### config.mk
export PLATFORM = sky130hd
export DESIGN_NAME = soc_system_gpio_pio_in_flat
export DESIGN_NICKNAME = d
export VERILOG_FILES = /design/src/rtl/soc_system_gpio_pio_in_if.sv /design/src/rtl/soc_system_gpio_pio_in.sv /design/src/flat_wrapper.sv
export SDC_FILE = /design/constraint.sdc
export NUM_CORES = 1
export LEC_CHECK = 0
export BUFFER_PORTS_ARGS = -buffer_cell sky130_fd_sc_hd__buf_2
export CELL_PAD_IN_SITES_DETAIL_PLACEMENT = 1
export CELL_PAD_IN_SITES_GLOBAL_PLACEMENT = 2
export CORE_MARGIN = 2
export CORE_UTILIZATION = 35
export CTS_CLUSTER_SIZE = 28
export DETAILED_ROUTE_END_ITERATION = 8
export PLACE_DENSITY_LB_ADDON = 0.1
export SETUP_SLACK_MARGIN = 0.4
export SYNTH_ARGS = -nofsm -noshare
export SYNTH_HDL_FRONTEND = slang
export SYNTH_SLANG_ARGS = --single-unit
### constraint.sdc
create_clock -name clk -period 3.5 [get_ports clk]
set_clock_uncertainty 0.15 [all_clocks]
set_input_delay 0.175 -clock clk [delete_from_list [all_inputs] [get_ports clk]]
set_output_delay 0.175 -clock clk [all_outputs]
set_load 0.05 [all_outputs]
### src/rtl/soc_system_gpio_pio_in_if.sv
// Avalon-MM slave bus bundle for the input PIO.
// The master drives address/strobes/data; the slave returns readdata.
interface soc_system_gpio_pio_in_if;
    logic [1:0]  address;
    logic        chipselect;
    logic        write_n;
    logic [31:0] writedata;
    logic [31:0] readdata;

    modport master (
        output address,
        output chipselect,
        output write_n,
        output writedata,
        input  readdata
    );

    modport slave (
        input  address,
        input  chipselect,
        input  write_n,
        input  writedata,
        output readdata
    );
endinterface

### src/rtl/soc_system_gpio_pio_in.sv
// Input PIO: synchronized input bus, per-bit edge capture (W1C), maskable irq.
// Zero-wait-state Avalon-MM slave on the HPS lightweight bus.
module soc_system_gpio_pio_in #(
    parameter int WIDTH       = 12,
    parameter int SYNC_STAGES = 2,
    parameter int EDGE_TYPE   = 0
) (
    input  logic                     clk,
    input  logic                     reset_n,
    soc_system_gpio_pio_in_if.slave  bus,
    input  logic [WIDTH-1:0]         in_port,
    output logic                     irq
);
    localparam int ARM_MAX = SYNC_STAGES + 1;
    localparam int AW      = $clog2(ARM_MAX + 1);

    logic [SYNC_STAGES-1:0][WIDTH-1:0] sync_q, sync_d;
    logic [WIDTH-1:0] prev_q, prev_d;
    logic [WIDTH-1:0] mask_q, mask_d;
    logic [WIDTH-1:0] ec_q, ec_d;
    logic [AW-1:0]    arm_q, arm_d;

    logic [WIDTH-1:0] sync_out;
    logic [WIDTH-1:0] rise, fall, evt, clr;
    logic             armed, wr;
    logic             unused_wdata;

    assign sync_out     = sync_q[SYNC_STAGES-1];
    assign rise         = sync_out & ~prev_q;
    assign fall         = ~sync_out & prev_q;
    assign armed        = (arm_q == AW'(ARM_MAX));
    assign wr           = bus.chipselect & ~bus.write_n;
    assign unused_wdata = ^bus.writedata;

    always_comb begin
        evt = rise | fall;
        if (EDGE_TYPE == 0) begin
            evt = rise;
        end else if (EDGE_TYPE == 1) begin
            evt = fall;
        end
    end

    always_comb begin
        sync_d = {sync_q[SYNC_STAGES-2:0], in_port};
        prev_d = sync_out;
        arm_d  = armed ? arm_q : arm_q + 1'b1;
        mask_d = mask_q;
        clr    = '0;
        if (wr && bus.address == 2'd2) begin
            mask_d = bus.writedata[WIDTH-1:0];
        end
        if (wr && bus.address == 2'd3) begin
            clr = bus.writedata[WIDTH-1:0];
        end
        // A new event overrides a same-cycle clear of that bit.
        ec_d = (ec_q & ~clr) | (armed ? evt : '0);
    end

    always_ff @(posedge clk or negedge reset_n) begin
        if (!reset_n) begin
            sync_q <= '0;
            prev_q <= '0;
            mask_q <= '0;
            ec_q   <= '0;
            arm_q  <= '0;
        end else begin
            sync_q <= sync_d;
            prev_q <= prev_d;
            mask_q <= mask_d;
            ec_q   <= ec_d;
            arm_q  <= arm_d;
        end
    end

    assign irq = |(ec_q & mask_q);

    always_comb begin
        unique case (bus.address)
            2'd0:    bus.readdata = 32'(sync_out);
            2'd2:    bus.readdata = 32'(mask_q);
            2'd3:    bus.readdata = 32'(ec_q);
            default: bus.readdata = '0;
        endcase
    end
endmodule
### src/flat_wrapper.sv
// flat-port wrapper written by rule: the top's interface ports become plain ports
module soc_system_gpio_pio_in_flat 
#(
    parameter int WIDTH       = 12,
    parameter int SYNC_STAGES = 2,
    parameter int EDGE_TYPE   = 0
)
  (clk, reset_n, in_port, irq, bus_address, bus_chipselect, bus_write_n, bus_writedata, bus_readdata);
  soc_system_gpio_pio_in_if bus_i ();
  input  logic clk;
  input  logic reset_n;
  input  logic [WIDTH-1:0] in_port;
  output logic irq;
  input wire logic [$bits(bus_i.address)-1:0] bus_address;
  input wire logic [$bits(bus_i.chipselect)-1:0] bus_chipselect;
  input wire logic [$bits(bus_i.write_n)-1:0] bus_write_n;
  input wire logic [$bits(bus_i.writedata)-1:0] bus_writedata;
  output wire logic [$bits(bus_i.readdata)-1:0] bus_readdata;
  assign bus_i.address = bus_address;
  assign bus_i.chipselect = bus_chipselect;
  assign bus_i.write_n = bus_write_n;
  assign bus_i.writedata = bus_writedata;
  assign bus_readdata = bus_i.readdata;
  soc_system_gpio_pio_in #(.WIDTH(WIDTH), .SYNC_STAGES(SYNC_STAGES), .EDGE_TYPE(EDGE_TYPE)) u_core (.clk(clk), .reset_n(reset_n), .bus(bus_i), .in_port(in_port), .irq(irq));
endmodule
==> out/results.ini, run 1 <==
[power]
powerDensity_mw_per_mm2 = 544
cellLeakagePower_nw = 1.44
vdd_ir_drop_max_mv = 0.260

[floorplan]
coreArea_sq_mm = 0.00683
fp-row-count = 30
fp.dieArea_sq_mm = 0.00776
die_h_um = 88.1
ioPinCount = 83
initial_core_util_pct = 36.2
die_w_um = 88.1

[synth]
yosys.area.top_type = dfrtp_1
yosys-top-cells-area = dfrtp_1 63%, mux2_2 6.8%, buf_4 6.4%, mux2_4 6.1%, a22o_1 5.3%
postSynth.asyncResetShare_pct = 100
synth_ff_type = dfrtp_1
syn_avg_cell_area_sq_um = 14.2
ys_warn_count = 0
ys_ff_latch = 62
yosysUniqueCellTypes = 20
synth_edf_count = 0
syn_area_sq_mm = 0.00247
yosysSeqAreaShare_pct = 62.7
synth_top_area_share_pct = 62.7
syn-instance-count = 174

[timing]
rsz0062_at_grt = no
hold_violations = 0
setup_tns_ns = 0
min_period_ns = 1.95
clock.fmax_ghz = 0.513
tightest_slew_ns = 0.799
slew_violations = 0
final-setup-viol-count = 0
finalCritPeriodShare_pct = 55.7
relSlewSlack_pct = 46.7

[cts]
cts_resized = 0
cts_tree = yes
cts_root_buf = clkbuf_8
clkTransAtPathRegs_ns = 0.07
cts_buffer_depth = 2
clock-sinks = 62
numCtsBuffers = 9
hold_buffers = 25
clock_latency_ns = 0.32
post_cts_buffers = 0
h-tree-depth = 3

[placement]
gp_congestion = 0.697
dp_hpwl_um = 3730
port_buffers = 42

[min_path]
hp-class = reg2reg

[final_layout]
fin_util_pct = 46.0
syn_to_final_growth_pct = 27.0
drive_gt1_share_pct = 33.7
final_common_cell = dfrtp_1
nNetsFinal = 298
final_cell_mix = 62 x dfrtp_1, 42 x buf_2, 25 x dlygate4sd3_1, 21 x nand2_1, 20 x conb_1
diodes = 0

[global_routing]
grt_util_met3_pct = 5.18
grt_pass1_wl_um = 9470
first_global_vias = 1807
overflow = 0
use_met2_pct = 27.1
grt_max_degree = 37
grt-busiest-layer = met2
antenna_found_initial = 0
grt_usage_pct = 16.6
use_met1_pct = 21.4

[detailed_routing]
num_vias = 1616
wl_um = 5760
viasPerCell = 4.64
drtIter0Drc = 71
firstDrtPassIters = 4
drtAntennaViolNets = 0
drc = 0
wl_per_cell_um = 16.6

[worst_setup_path]
worst-path-buf-inv = 1
arrival_ns = 1.62
path_max_fanout = 3
crit_slowest_cell = dfrtp_1
end_kind = primary output
start_kind = register
path_cells = a22o_1, a221oi_1, nand3_1, buf_2
slowest_delay_ns = 0.41
required_ns = 3.17
critPathKind = reg2out
cpLargestDelayFamily = compound AO/OA/AOI/OAI gates

[status]
status = completed

[run]
maxCapViolCount = 0

-- cell usage after synthesis (2+ instances only) --
master,n
a32o_1,3
dfrtp_1,62
clkbuf_1,2
inv_1,3
a221oi_1,3
mux2_4,10
nand2_1,21
a22o_1,15
mux2_2,15
o2bb2ai_1,9
buf_2,2
buf_4,21
-- logic make-up after synthesis --
logic type | after synthesis | share of synthesized area, %
XOR/XNOR | 1 | 0.354
adder cells (fa/ha/maj) | 1 | 0.506
other | 1 | 0.152
buffers and inverters | 29 | 7.99
multiplexers | 25 | 12.9
AO/OA/AOI/OAI | 30 | 10.8
flip-flops | 62 | 62.7
AND/OR/NAND/NOR | 25 | 4.60
-- worst paths after layout --
check                                  start                end  slack, ns  depth (start not counted)
max                         u_core.mask_q[2]                irq       1.55                          4
min                        u_core.sync_d[22]  u_core.prev_d[10]       0.20                          0
max reg2reg                  u_core.arm_q[0]    u_core.arm_q[1]       1.82                          2
min reg2reg                u_core.sync_d[22]  u_core.prev_d[10]       0.20                          0
max in group asynchronous            reset_n     u_core.ec_q[8]       2.01                          3
min in group asynchronous            reset_n   u_core.mask_q[9]       0.32                          2
-- final cells by class --
cell class                      count  area (sq um)
Multi-Input combinational cell    102           796
Inverter                            3          11.3
Timing Repair Buffer               69           475
Tap cell                           96           120
Clock buffer                       13           169
Fill cell                         755          3690
Clock inverter                      3          17.5
Sequential cell                    62          1550
-- layer usage --
| metal | vias to the layer above | wire length [um] |
|---|---|---|
| met2 | 54 | 2830 |
| li1 | 722 | - |
| met1 | 836 | 2590 |
| met4 | 0 | 52 |
| met3 | 4 | 291 |
| met5 | - | 0 |
-- registers in the layout, indices dropped and copies added, names as in the netlist --
name,flops
u_core.prev_q,12
u_core.sync_d,12
u_core.prev_d,12
u_core.mask_q,12
u_core.ec_q,12
u_core.arm_q,2
-- report_power, final --
group | internal (mW) | leakage, nW | switching [mW]
Clock | 0.313 | 0.0954 | 0.260
Combinational | 0.130 | 0.652 | 0.185
Sequential | 0.777 | 0.692 | 0.0434
Total | 1.22 | 1.44 | 0.489
-- per-stage QoR --
step / power (mW) / hold slack [ns] / instance area, sq um / instances / setup WS [ns]
after floorplan: 1.06 / -0.271 / 2540 / 193 / 1.96
after detailed placement: 1.13 / 0.134 / 2700 / 307 / 1.52
after CTS: 1.73 / 0.204 / 3140 / 348 / 1.50
final: 1.71 / 0.199 / 3140 / 348 / 1.55
after global routing: 1.80 / 0.208 / 3140 / 348 / 1.42
after global placement: 1.12 / 0.133 / 2700 / 307 / 1.53
Note: power is estimated with default switching activity, not from simulation.
==> inputs of run 2 (changes only) <==
--- a/config.mk
+++ b/config.mk
@@ -9,7 +9,7 @@
 export CELL_PAD_IN_SITES_DETAIL_PLACEMENT = 1
 export CELL_PAD_IN_SITES_GLOBAL_PLACEMENT = 2
 export CORE_MARGIN = 2
-export CORE_UTILIZATION = 35
+export CORE_UTILIZATION = 32
 export CTS_CLUSTER_SIZE = 28
 export DETAILED_ROUTE_END_ITERATION = 8
 export PLACE_DENSITY_LB_ADDON = 0.1
==> constraint.sdc (replaced) <==
create_clock -name clk -period 1.9 [get_ports clk]
set_clock_uncertainty 0.15 [all_clocks]
set_input_delay 0.095 -clock clk [delete_from_list [all_inputs] [get_ports clk]]
set_output_delay 0.095 -clock clk [all_outputs]
set_load 0.05 [all_outputs]
==> out/results.ini, run 2 (synthesis results as in run 1) <==
[worst_setup_path]
worstSetupStartpoint = u_core.mask_q[7]  ; was u_core.mask_q[2]
slowest_delay_ns = 0.38  ; was 0.41 ns
cp.depth = 5  ; was 4
r2r-end = u_core.ec_q[7]  ; was u_core.arm_q[1]
worst_path_most_repeated_cell = buf_6
rr_startpoint = u_core.arm_q[0]  ; unchanged
worst-path-buf-inv = 3  ; was 1
critPathKind = reg2out  ; unchanged
end_kind = primary output  ; unchanged
crit_path_end = bus_readdata[7]  ; was irq
path_cells = buf_4, buf_6, mux2_4, a22o_1, buf_6  ; was a22o_1, a221oi_1, nand3_1, buf_2
start_kind = register  ; unchanged
required_ns = 1.65  ; was 3.17 ns
cpLargestDelayFamily = flip-flops  ; was compound AO/OA/AOI/OAI gates
crit_slowest_cell = dfrtp_1  ; unchanged
arrival_ns = 1.59  ; was 1.62 ns
path_max_fanout = 2  ; was 3
r2r_cells = 4  ; was 2
ff2ff_setup_slack_ns = 0.53  ; was 1.82 ns

[placement]
place_area_sq_mm = 0.00275  ; was 0.00270 sq mm
place_ws_ns = 0.295  ; was 1.52 ns
gp_congestion = 0.714  ; was 0.697
dp_hpwl_um = 3690  ; was 3730 um
port_buffers = 42  ; unchanged

[floorplan]
fp-row-count = 32  ; was 30
coreArea_sq_mm = 0.00761  ; was 0.00683 sq mm
die_w_um = 91.9  ; was 88.1 um
die_h_um = 91.9  ; was 88.1 um
fp.dieArea_sq_mm = 0.00845  ; was 0.00776 sq mm
initial_core_util_pct = 32.5  ; was 36.2%
ioPinCount = 83  ; unchanged

[cts]
clock-sinks = 62  ; unchanged
clkTransAtPathRegs_ns = 0.07  ; about the same
cts_tree = yes  ; unchanged
numCtsBuffers = 9  ; unchanged
cts_buffer_depth = 2  ; unchanged
clock_latency_ns = 0.34  ; was 0.32 ns
h-tree-depth = 3  ; unchanged
cts_root_buf = clkbuf_8  ; unchanged

[timing]
clock.fmax_ghz = 0.546
setup_tns_ns = 0  ; unchanged
hold_violations = 0  ; unchanged
slew_violations = 0  ; unchanged
final-setup-viol-count = 0  ; unchanged
worst_slack_ns = 0.0693  ; was 1.55 ns
min_period_ns = 1.83
finalCritPeriodShare_pct = 96.4
rsz0062_at_grt = yes  ; was no

[run]
maxCapViolCount = 0  ; unchanged

[power]
vdd_ir_drop_max_mv = 0.381  ; was 0.260 mV
cellLeakagePower_nw = 1.59  ; was 1.44 nW
powerDensity_mw_per_mm2 = 1020  ; was 544 mW/mm^2

[detailed_routing]
drc = 0  ; unchanged
wl_per_cell_um = 16.1  ; was 16.6 um
firstDrtPassIters = 4  ; unchanged
viasPerCell = 4.55  ; was 4.64
num_vias = 1679  ; was 1,616
drtIter0Drc = 44  ; was 71
wl_um = 5950  ; was 5760 um
drtAntennaViolNets = 0  ; unchanged

[global_routing]
grt_max_degree = 63  ; was 37
overflow = 0  ; unchanged
grt_usage_pct = 15.3  ; was 16.6%
grt_pass1_wl_um = 9630  ; was 9470 um
first_global_vias = 1864  ; was 1,807
antenna_found_initial = 0  ; unchanged

[final_layout]
syn_to_final_growth_pct = 39.2  ; was 27.0%
final_cell_mix = 62 x dfrtp_1, 29 x buf_2, 25 x dlygate4sd3_1, 21 x nand2_1, 20 x conb_1  ; was 62 x dfrtp_1, 42 x buf_2, 25 x dlygate4sd3_1, 21 x nand2_1, 20 x conb_1
drive_gt1_share_pct = 39.3  ; was 33.7%
final_common_cell = dfrtp_1  ; unchanged
final_cell_area_sq_mm = 0.00344  ; was 0.00314 sq mm
nNetsFinal = 313  ; was 298
fin_util_pct = 45.2  ; was 46.0%
diodes = 0  ; unchanged

[min_path]
hp-class = in2async  ; was reg2reg

[status]
status = completed  ; unchanged

==> run 2: stage by stage <==
| step | hold WS [ns] | std cells | power (mW) |
|---|---|---|---|
| 2_1_floorplan | -0.351 | 193 | 1.96 |
| 6_report | 0.148 | 369 | 3.51 |
| 5_1_grt | 0.182 | 369 | 3.68 |
| 4_1_cts | 0.152 | 366 | 3.53 |
| 3_3_place_gp | -0.0274 | 317 | 2.07 |
| 3_5_place_dp | -0.0148 | 317 | 2.08 |
==> run 2: timing repair <==
item                       CTS  global route
resized for setup           32             6
setup buffers                8             3
setup endpoints to repair   13            19
pin swaps                    3             3
hold endpoints to repair    98             0
hold buffers                25             0
==> run 2: per-layer routing <==
metal,GRT usage [%],wire [um],part of all wire [%]
met4,6.72,104,1.7
met1,19.5,2550,43
met5,0,0,0
met3,3.45,232,3.9
met2,24.9,3070,52
==> run 2: how the worst min path moves through the flow <==
stage,from,end,cells past startpoint
2_1_floorplan,reset_n,u_core.arm_q[0],0
3_3_place_gp,reset_n,u_core.sync_d[21],2
3_5_place_dp,reset_n,u_core.prev_d[9],2
4_1_cts,reset_n,u_core.mask_q[3],3
5_1_grt,reset_n,u_core.prev_d[1],3
6_report,reset_n,u_core.sync_d[21],3
==> run 2: power by group <==
| group | leakage (nW) | internal [mW] | total, mW | switching [mW] |
|---|---|---|---|---|
| combinational | 0.785 | 0.338 | 0.709 | 0.371 |
| clock | 0.108 | 0.769 | 1.29 | 0.523 |
| sequential | 0.692 | 1.43 | 1.51 | 0.0812 |
| total | 1.59 | 2.54 | 3.51 | 0.975 |
==> run 2: final cells by class <==
cell class              instances  area (sq um)
fillers                       830          4170
well taps                     102           128
multi-input cells             102           840
repair buffers                 84           689
inverters                       3          11.3
clock inverters                 6          85.1
flip-flops and latches         62          1550
clock buffers                  10           138
==> run 2: tightest hold or removal path, delay by kind of cell <==
kind,cells,cell delay (ns)
buf+inv,3,0.94
==> inputs of run 3 (changes only) <==
--- a/config.mk
+++ b/config.mk
@@ -13,7 +13,7 @@
 export CTS_CLUSTER_SIZE = 28
 export DETAILED_ROUTE_END_ITERATION = 8
 export PLACE_DENSITY_LB_ADDON = 0.1
-export SETUP_SLACK_MARGIN = 0.4
+export SETUP_SLACK_MARGIN = 0.05
 export SYNTH_ARGS = -nofsm -noshare
 export SYNTH_HDL_FRONTEND = slang
 export SYNTH_SLANG_ARGS = --single-unit
==> out/results.ini, run 3 (synthesis results as in run 1) <==
[cts]
cts_buffer_depth = 2  ; unchanged
cts_root_buf = clkbuf_8  ; unchanged
h-tree-depth = 3  ; unchanged
cts_tree = yes  ; unchanged
clock-sinks = 62  ; unchanged
clkTransAtPathRegs_ns = 0.07  ; about the same
numCtsBuffers = 9  ; unchanged
clock_latency_ns = 0.33  ; was 0.34 ns

[power]
seqPwrFrac_pct = 44.2  ; was 43.0%
total_power_mw = 3.42  ; was 3.51 mW
clock_power_share_pct = 37.6  ; was 36.8%
combPwrFrac_pct = 18.3  ; was 20.2%
vdd_ir_drop_max_mv = 0.380  ; was 0.381 mV
swShare_pct = 27.8  ; about the same
p_switching_mw = 0.953  ; was 0.975 mW
powerDensity_mw_per_mm2 = 1040  ; was 1020 mW/mm^2
internal_power_mw = 2.47  ; was 2.54 mW
cellLeakagePower_nw = 1.51  ; was 1.59 nW

[floorplan]
fp-row-count = 32  ; unchanged
ioPinCount = 83  ; unchanged
coreArea_sq_mm = 0.00761  ; unchanged
die_h_um = 91.9  ; unchanged
die_w_um = 91.9  ; unchanged
initial_core_util_pct = 32.5  ; unchanged
fp.dieArea_sq_mm = 0.00845  ; unchanged

[worst_setup_path]
end_kind = primary output  ; unchanged
required_ns = 1.65  ; about the same
start_kind = register  ; unchanged
rr_startpoint = u_core.arm_q[0]  ; unchanged
worstSetupStartpoint = u_core.mask_q[2]  ; was u_core.mask_q[7]
r2r_cells = 4  ; unchanged
path_max_fanout = 3  ; was 2
arrival_ns = 1.59  ; about the same
critPathKind = reg2out  ; unchanged

[global_routing]
first_global_vias = 1774  ; was 1,864
antenna_found_initial = 0  ; unchanged
grt_usage_pct = 14.8  ; was 15.3%
grt_pass1_wl_um = 9330  ; was 9630 um
grt_max_degree = 63  ; unchanged
overflow = 0  ; unchanged

[final_layout]
instances_no_fill = 364  ; was 369
final_common_cell = dfrtp_1  ; unchanged
syn_to_final_growth_pct = 33.3  ; was 39.2%
drive_gt1_share_pct = 37.8  ; was 39.3%
final_cell_mix = 62 x dfrtp_1, 41 x buf_2, 25 x dlygate4sd3_1, 21 x nand2_1, 20 x conb_1  ; was 62 x dfrtp_1, 29 x buf_2, 25 x dlygate4sd3_1, 21 x nand2_1, 20 x conb_1
diodes = 0  ; unchanged
nNetsFinal = 308  ; was 313

[run]
maxCapViolCount = 0  ; unchanged

[timing]
finalCritPeriodShare_pct = 96.8  ; was 96.4%
setup_tns_ns = 0  ; unchanged
worst_slack_ns = 0.0609  ; was 0.0693 ns
final-setup-viol-count = 0  ; unchanged
slew_violations = 0  ; unchanged
clock.fmax_ghz = 0.544  ; was 0.546 GHz
rsz0062_at_grt = yes  ; unchanged
min_period_ns = 1.84  ; was 1.83 ns
holdWs_ns = 0.150  ; was 0.148 ns
hold_violations = 0  ; unchanged

[detailed_routing]
drtIter0Drc = 47  ; was 44
viasPerCell = 4.58  ; was 4.55
wl_per_cell_um = 16.0  ; was 16.1 um
firstDrtPassIters = 4  ; unchanged
num_vias = 1667  ; was 1,679
drtAntennaViolNets = 0  ; unchanged
drc = 0  ; unchanged
wl_um = 5810  ; was 5950 um

[status]
status = completed  ; unchanged

[placement]
dp_hpwl_um = 3690  ; unchanged
place_ws_ns = 0.295  ; unchanged
dp_cells = 317  ; unchanged
gp_congestion = 0.714  ; unchanged
port_buffers = 42  ; unchanged

[min_path]
hp-class = in2async  ; unchanged

==> run 3: changes by cell type in the layout (fill, tap and decap cells not counted), sizes merged <==
cell	delta
buf	-5
==> run 3: worst paths after layout <==
kind | endpoint | slack [ns]
setup reg to reg | u_core.ec_q[7] | 0.43
max in group asynchronous | u_core.ec_q[3] | 1.18
hold reg to reg | u_core.prev_d[9] | 0.20
hold / removal | u_core.prev_d[9] | 0.15
setup / recovery | irq | 0.06
min in group clk | u_core.prev_d[9] | 0.20
==> run 3: area by class of cell <==
cell class / count / area, sq um
Fill cell: 834 / 4310
Tap cell: 102 / 128
Clock inverter: 6 / 85.1
Inverter: 3 / 11.3
Multi-Input combinational cell: 102 / 815
Timing Repair Buffer: 79 / 569
Clock buffer: 10 / 138
Sequential cell: 62 / 1550
==> run 3: what timing repair did <==
| item | in CTS | in global routing |
|---|---|---|
| hold endpoints to repair | 98 | 0 |
| hold buffers | 25 | 0 |
| setup endpoints to repair | 1 | 1 |
| cloned | 0 | 0 |
| resized for setup | 4 | 1 |
| setup buffers | 0 | 6 |
| pin swaps | 0 | 2 |
==> run 3: metrics by stage <==
stage	instance area (sq um)	util, %
6_report	3300	43.3
4_1_cts	3250	42.7
5_1_grt	3300	43.3
3_3_place_gp	2750	36.2
3_5_place_dp	2750	36.2
2_1_floorplan	2540	-
==> run 3: power by group through the flow <==
stage               clock, mW  sequential [mW]  combinational, mW
global route             1.40             1.53              0.668
floorplan                   0             1.51              0.450
finish                   1.29             1.51              0.625
CTS                      1.33             1.51              0.600
detailed placement          0             1.53              0.553
global placement            0             1.53              0.546
==> run 3: routing by layer <==
| metal | share of wire [%] | track usage, % |
|---|---|---|
| met1 | 43 | 19.0 |
| met4 | 1.4 | 6.72 |
| met2 | 52 | 23.9 |
| met5 | 0 | 0 |
| met3 | 4.1 | 3.45 |
==> run 3: worst max-delay path, stage by stage, from the launching register on <==
cell,delay (ns)
dfrtp_1,0.40
a22o_1,0.27
a221oi_2,0.24
nand3_1,0.16
buf_6,0.19
